File: config.mk
export PLATFORM = sky130hd
export DESIGN_NAME = decoder_seq
export DESIGN_NICKNAME = d
export VERILOG_FILES = /design/src/rtl/decoder_pkg.sv /design/src/rtl/decoder_core.sv /design/src/rtl/decoder_seq.sv
export SDC_FILE = /design/constraint.sdc
export NUM_CORES = 1
export LEC_CHECK = 0
export ABC_AREA = 1
export CAP_MARGIN = 0
export CORE_MARGIN = 5
export CORE_UTILIZATION = 45
export CTS_CLUSTER_DIAMETER = 40
export DETAILED_ROUTE_END_ITERATION = 7
export PLACE_DENSITY = 0.83
export SETUP_SLACK_MARGIN = 0.5
export SLEW_MARGIN = 20
export SYNTH_ARGS = -nofsm -noshare
export SYNTH_HDL_FRONTEND = slang
export SYNTH_SLANG_ARGS = --single-unit
export TNS_END_PERCENT = 5
File: constraint.sdc
create_clock -name clk -period 3.08 [get_ports clk]
set_input_delay 0.616 -clock clk [delete_from_list [all_inputs] [get_ports clk]]
set_output_delay 0.616 -clock clk [all_outputs]
set_load 0.05 [all_outputs]
File: src/rtl/decoder_pkg.sv
// Shared encodings for the registered decoder: mode select values and FSM states.
package decoder_pkg;

  typedef enum logic [1:0] {
    MODE_ONEHOT = 2'b00,
    MODE_THERM  = 2'b01,
    MODE_SCAN   = 2'b10,
    MODE_RSVD   = 2'b11
  } mode_e;

  typedef enum logic [1:0] {
    OFF    = 2'b00,
    DIRECT = 2'b01,
    SCAN   = 2'b10
  } state_e;

endpackage

File: src/rtl/decoder_core.sv
// Combinational select decoder: one-hot (only bit `in`) or thermometer (bits `in`..0).
module decoder_core #(
  parameter int SEL_W = 3
) (
  input  logic [SEL_W-1:0]      in,
  input  logic                  therm,
  output logic [(1<<SEL_W)-1:0] out
);

  localparam int OUT_W = 1 << SEL_W;

  for (genvar gi = 0; gi < OUT_W; gi++) begin : g_line
    assign out[gi] = therm ? (SEL_W'(gi) <= in) : (SEL_W'(gi) == in);
  end

endmodule

File: src/rtl/decoder_seq.sv
// Registered decoder with direct one-hot/thermometer modes and a self-timed
// one-hot scan that dwells DWELL cycles per line and pulses wrap on rollover.
module decoder_seq
  import decoder_pkg::*;
#(
  parameter int SEL_W = 3,
  parameter int DWELL = 4
) (
  input  logic                  clk,
  input  logic                  rst_n,
  input  logic                  en,
  input  logic [1:0]            mode,
  input  logic [SEL_W-1:0]      in,
  output logic [(1<<SEL_W)-1:0] out,
  output logic [SEL_W-1:0]      idx,
  output logic                  wrap,
  output logic                  busy
);

  localparam int OUT_W = 1 << SEL_W;
  localparam int CNT_W = ($clog2(DWELL + 1) < 1) ? 1 : $clog2(DWELL + 1);
  localparam logic [CNT_W-1:0] DWELL_LAST = CNT_W'(DWELL - 1);
  localparam logic [SEL_W-1:0] IDX_LAST   = SEL_W'(OUT_W - 1);

  state_e             state_q, state_d;
  logic [OUT_W-1:0]   out_q, out_d;
  logic [SEL_W-1:0]   idx_q, idx_d;
  logic [CNT_W-1:0]   dwell_q, dwell_d;
  logic               wrap_q, wrap_d;
  logic               busy_q, busy_d;

  logic               scan_hold;
  logic [SEL_W-1:0]   core_sel;
  logic               core_therm;
  logic [OUT_W-1:0]   core_out;

  // One decoder serves both the direct path (decode `in`) and the scan step (decode idx+1).
  assign scan_hold  = en && (mode == MODE_SCAN) && (state_q == SCAN);
  assign core_sel   = scan_hold ? (idx_q + SEL_W'(1)) : in;
  assign core_therm = (mode == MODE_THERM);

  decoder_core #(.SEL_W(SEL_W)) u_core (
    .in    (core_sel),
    .therm (core_therm),
    .out   (core_out)
  );

  always_comb begin
    state_d = state_q;
    out_d   = out_q;
    idx_d   = idx_q;
    dwell_d = dwell_q;
    wrap_d  = 1'b0;
    if (!en) begin
      state_d = OFF;
      out_d   = '0;
      dwell_d = '0;
    end else if (mode == MODE_SCAN) begin
      state_d = SCAN;
      if (state_q != SCAN) begin
        idx_d   = in;
        dwell_d = '0;
        out_d   = core_out;
      end else if (dwell_q == DWELL_LAST) begin
        idx_d   = core_sel;
        dwell_d = '0;
        out_d   = core_out;
        wrap_d  = (idx_q == IDX_LAST);
      end else begin
        dwell_d = dwell_q + CNT_W'(1);
      end
    end else begin
      state_d = DIRECT;
      idx_d   = in;
      dwell_d = '0;
      out_d   = core_out;
    end
    busy_d = (state_d == SCAN);
  end

  always_ff @(posedge clk or negedge rst_n) begin
    if (!rst_n) begin
      state_q <= OFF;
      out_q   <= '0;
      idx_q   <= '0;
      dwell_q <= '0;
      wrap_q  <= 1'b0;
      busy_q  <= 1'b0;
    end else begin
      state_q <= state_d;
      out_q   <= out_d;
      idx_q   <= idx_d;
      dwell_q <= dwell_d;
      wrap_q  <= wrap_d;
      busy_q  <= busy_d;
    end
  end

  assign out  = out_q;
  assign idx  = idx_q;
  assign wrap = wrap_q;
  assign busy = busy_q;

endmodule
==> flow_summary.yaml <==
floorplanning:
  fp.dieH_um: 53.9
  initial_core_util: 0.486
  core_region_area_sq_um: 1780
  io-pin-count: 21
  dieWidth_um: 53.9
  num_rows: 15
  dieArea_sq_um: 2900
layout:
  area_growth_syn_to_layout_pct: 29.3
  postLayoutCoreUtil: 0.628
  final_nets: 145
  area_of_the_multi_input_gates_sq_um: 344
  n_fill_cell: 147
  final_cells: 157
  area.sequential_sq_um: 450
  post_route_cells_drive_above_1_share: 0.0530
  n_antenna_cell: 0
grt:
  grt_first_pass_wirelength_um: 2900
  global_route.usage.total: 0.140
  initial_antenna_violation_count: 0
  number_of_global_route_vias_before_repair: 687
  largest_net_degree_at_the_start_of_global_routing: 19
  global_route.overflow_total: 0
logic_synthesis:
  cell_types_with_the_largest_area_share_after_synthesis: "sky130_fd_sc_hd__dfrtp_1, sky130_fd_sc_hd__nand2_1, sky130_fd_sc_hd__inv_1, sky130_fd_sc_hd__ha_1, sky130_fd_sc_hd__nand3_1"
  synth_async_sr_flop_share: 1.00
  syn_nets: 120
  yosysWarnings: 0
  synth.most_common_cell: "sky130_fd_sc_hd__nand2_1"
  ys_seq_elements: 18
  synth_top_area_cell: "sky130_fd_sc_hd__dfrtp_1"
  yosysSeqAreaShare: 0.520
  synth_edf_count: 0
  synth_top_cell_area_share: 0.520
  syn-instance-count: 109
  yosys-top-cells-count: "sky130_fd_sc_hd__nand2_1, sky130_fd_sc_hd__inv_1, sky130_fd_sc_hd__dfrtp_1"
  postSynth.topFlopCell: "sky130_fd_sc_hd__dfrtp_1"
  postSynthAreaPerCell_sq_um: 7.94
  syn_area_sq_um: 866
  synth.lib_cells_used.distinct: 12
detailed_routing:
  drt_iter0_markers: 10
  routed_wl_um: 1710
  drt_drc_violations_left: 0
  dr_total_vias: 710
  drt_pass1_iterations: 4
  wl_per_cell_um: 10.9
  postRouteAntennaNets: 0
  route.detailed.vias_per_inst: 4.52
hold_path:
  hold-path-endpoint: "dwell_q[0]$_DFF_PN0_"
  min_delay_path_depth: 1
  hp-class: "flop to flop"
  hp_start: "dwell_q[0]$_DFF_PN0_"
cts:
  clk_transition_reported_paths_ps: 90
  tritoncts.num_buffers: 3
  sink_count_of_the_clock_tree: 18
  cts_resized: 0
  hold_buffers: 0
  number_of_setup_buffers_added_after_cts: 0
  htreeDepth: 1
  clk_root_buffer_cell: "sky130_fd_sc_hd__clkbuf_4"
  cts_tree: "done"
  clock_path_buffers: 2
  insertion_delay_ps: 290
critical_path:
  cp.required_ps: 2460
  crit-reg2reg-capture: "out[2]$_DFFE_PN0P_"
  ff2ff_setup_slack_ps: 1510
  ff2ff_path_depth: 8
  critPathLaunchType: "flop"
  timing.rr.start: "idx[0]$_DFFE_PN0P_"
  endpoint_class_of_the_critical_path: "output port"
  cp_max_fo: 5
  cp_slowest_stage_delay_ps: 840
  path_cells: "clkdlybuf4s50_1"
  cpLargestDelayFamily: "buffers and inverters"
  critPathArrivalTime_ps: 1560
  timing.critical_path.slowest_stage_cell: "sky130_fd_sc_hd__clkdlybuf4s50_1"
  cp_num_buf_inv: 1
  timing.setup.critical_path_class: "flop to output port"
power_and_ir_drop:
  static-leakage-power_nw: 0.591
  total_power_mw: 0.474
  ir_worst_vdd_mv: 0.266
  power.density_nw_per_um2: 424
place:
  dpl.cell_count: 154
  post-dp-hpwl_um: 1350
  place_congestion: 0.804
  numPortBuffers: 20
timing:
  maxSlewViolCount: 0
  hold_viol: 0
  grt_setup_unrepaired: "false"
  tns_ps: 0
  skew_ps: 0.797
  min_period_over_period: 0.706
  timing.fmax_mhz: 460
  slew_headroom: 0.477
  minimum_clock_period_ps: 2170
  setup_viol: 0
  tightestPinTransition_ps: 782
status:
  outcome: "finished clean"
job:
  max_cap_violations: 0
## kinds of logic (layout without fill, tap and decap cells)
kind of cell	Yosys count	after routing	share of synthesized area
simple gates	61	61	0.305
buf+inv	19	42	0.0824
fa+ha+maj	3	3	0.0434
flops	18	18	0.520
compound gates	8	8	0.0491
## worst max-delay path by stage
stage,start,endpoint,slack (ps),cells after the start
after CTS,idx[0]$_DFFE_PN0P_,idx[0],900,1
after global routing,idx[0]$_DFFE_PN0P_,idx[0],870,1
after detailed placement,en,out[4]$_DFFE_PN0P_,910,8
final,idx[0]$_DFFE_PN0P_,idx[0],910,1
after global placement,en,out[5]$_DFFE_PN0P_,890,8
after floorplan,idx[0]$_DFFE_PN0P_,out[0]$_DFFE_PN0P_,1400,9
## per-layer routing
| metal | global-route usage | share of wire |
|---|---|---|
| met3 | 0.0249 | 0.053 |
| met4 | 0.0766 | 0.024 |
| met1 | 0.185 | 0.47 |
| met5 | 0 | 0 |
| met2 | 0.216 | 0.45 |
## sequential cells by signal (all words and copies together) (netlist names)
name,cells
wrap,1
idx,3
state_q,2
dwell_q,3
out,8
busy,1
## metrics by stage
step,hold WS (ps),instance area (sq um),setup WS (ps)
6_report,464,1120,907
5_1_grt,477,1120,866
4_1_cts,475,1120,898
3_5_place_dp,461,1100,911
3_3_place_gp,443,1100,893
2_1_floorplan,320,866,1400
## final cells by class
cell class	count	share of cell area
repair buffers	20	0.179
well taps	25	0.0279
clock buffers	3	0.0201
inverters	19	0.0637
multi-input cells	72	0.307
flip-flops and latches	18	0.402
## report_power, final
group,switching (mW),leakage (nW),internal [mW]
combinational,0.0708,0.338,0.0359
clock,0.0675,0.0138,0.0455
sequential,0.00747,0.239,0.247
## cells in the final DEF, fill, tap and decap left out, types with 3 or more instances in the layout
cell type / netlist / routed
sky130_fd_sc_hd__dfrtp_1: 18 / 18
sky130_fd_sc_hd__nor2_1: 8 / 8
sky130_fd_sc_hd__nand2_1: 40 / 40
sky130_fd_sc_hd__clkbuf_4: 0 / 3
sky130_fd_sc_hd__o21ai_0: 7 / 7
sky130_fd_sc_hd__nand3_1: 7 / 7
sky130_fd_sc_hd__inv_1: 19 / 19
sky130_fd_sc_hd__clkdlybuf4s50_1: 0 / 20
sky130_fd_sc_hd__ha_1: 3 / 3
(Power assumes the default switching activity.)
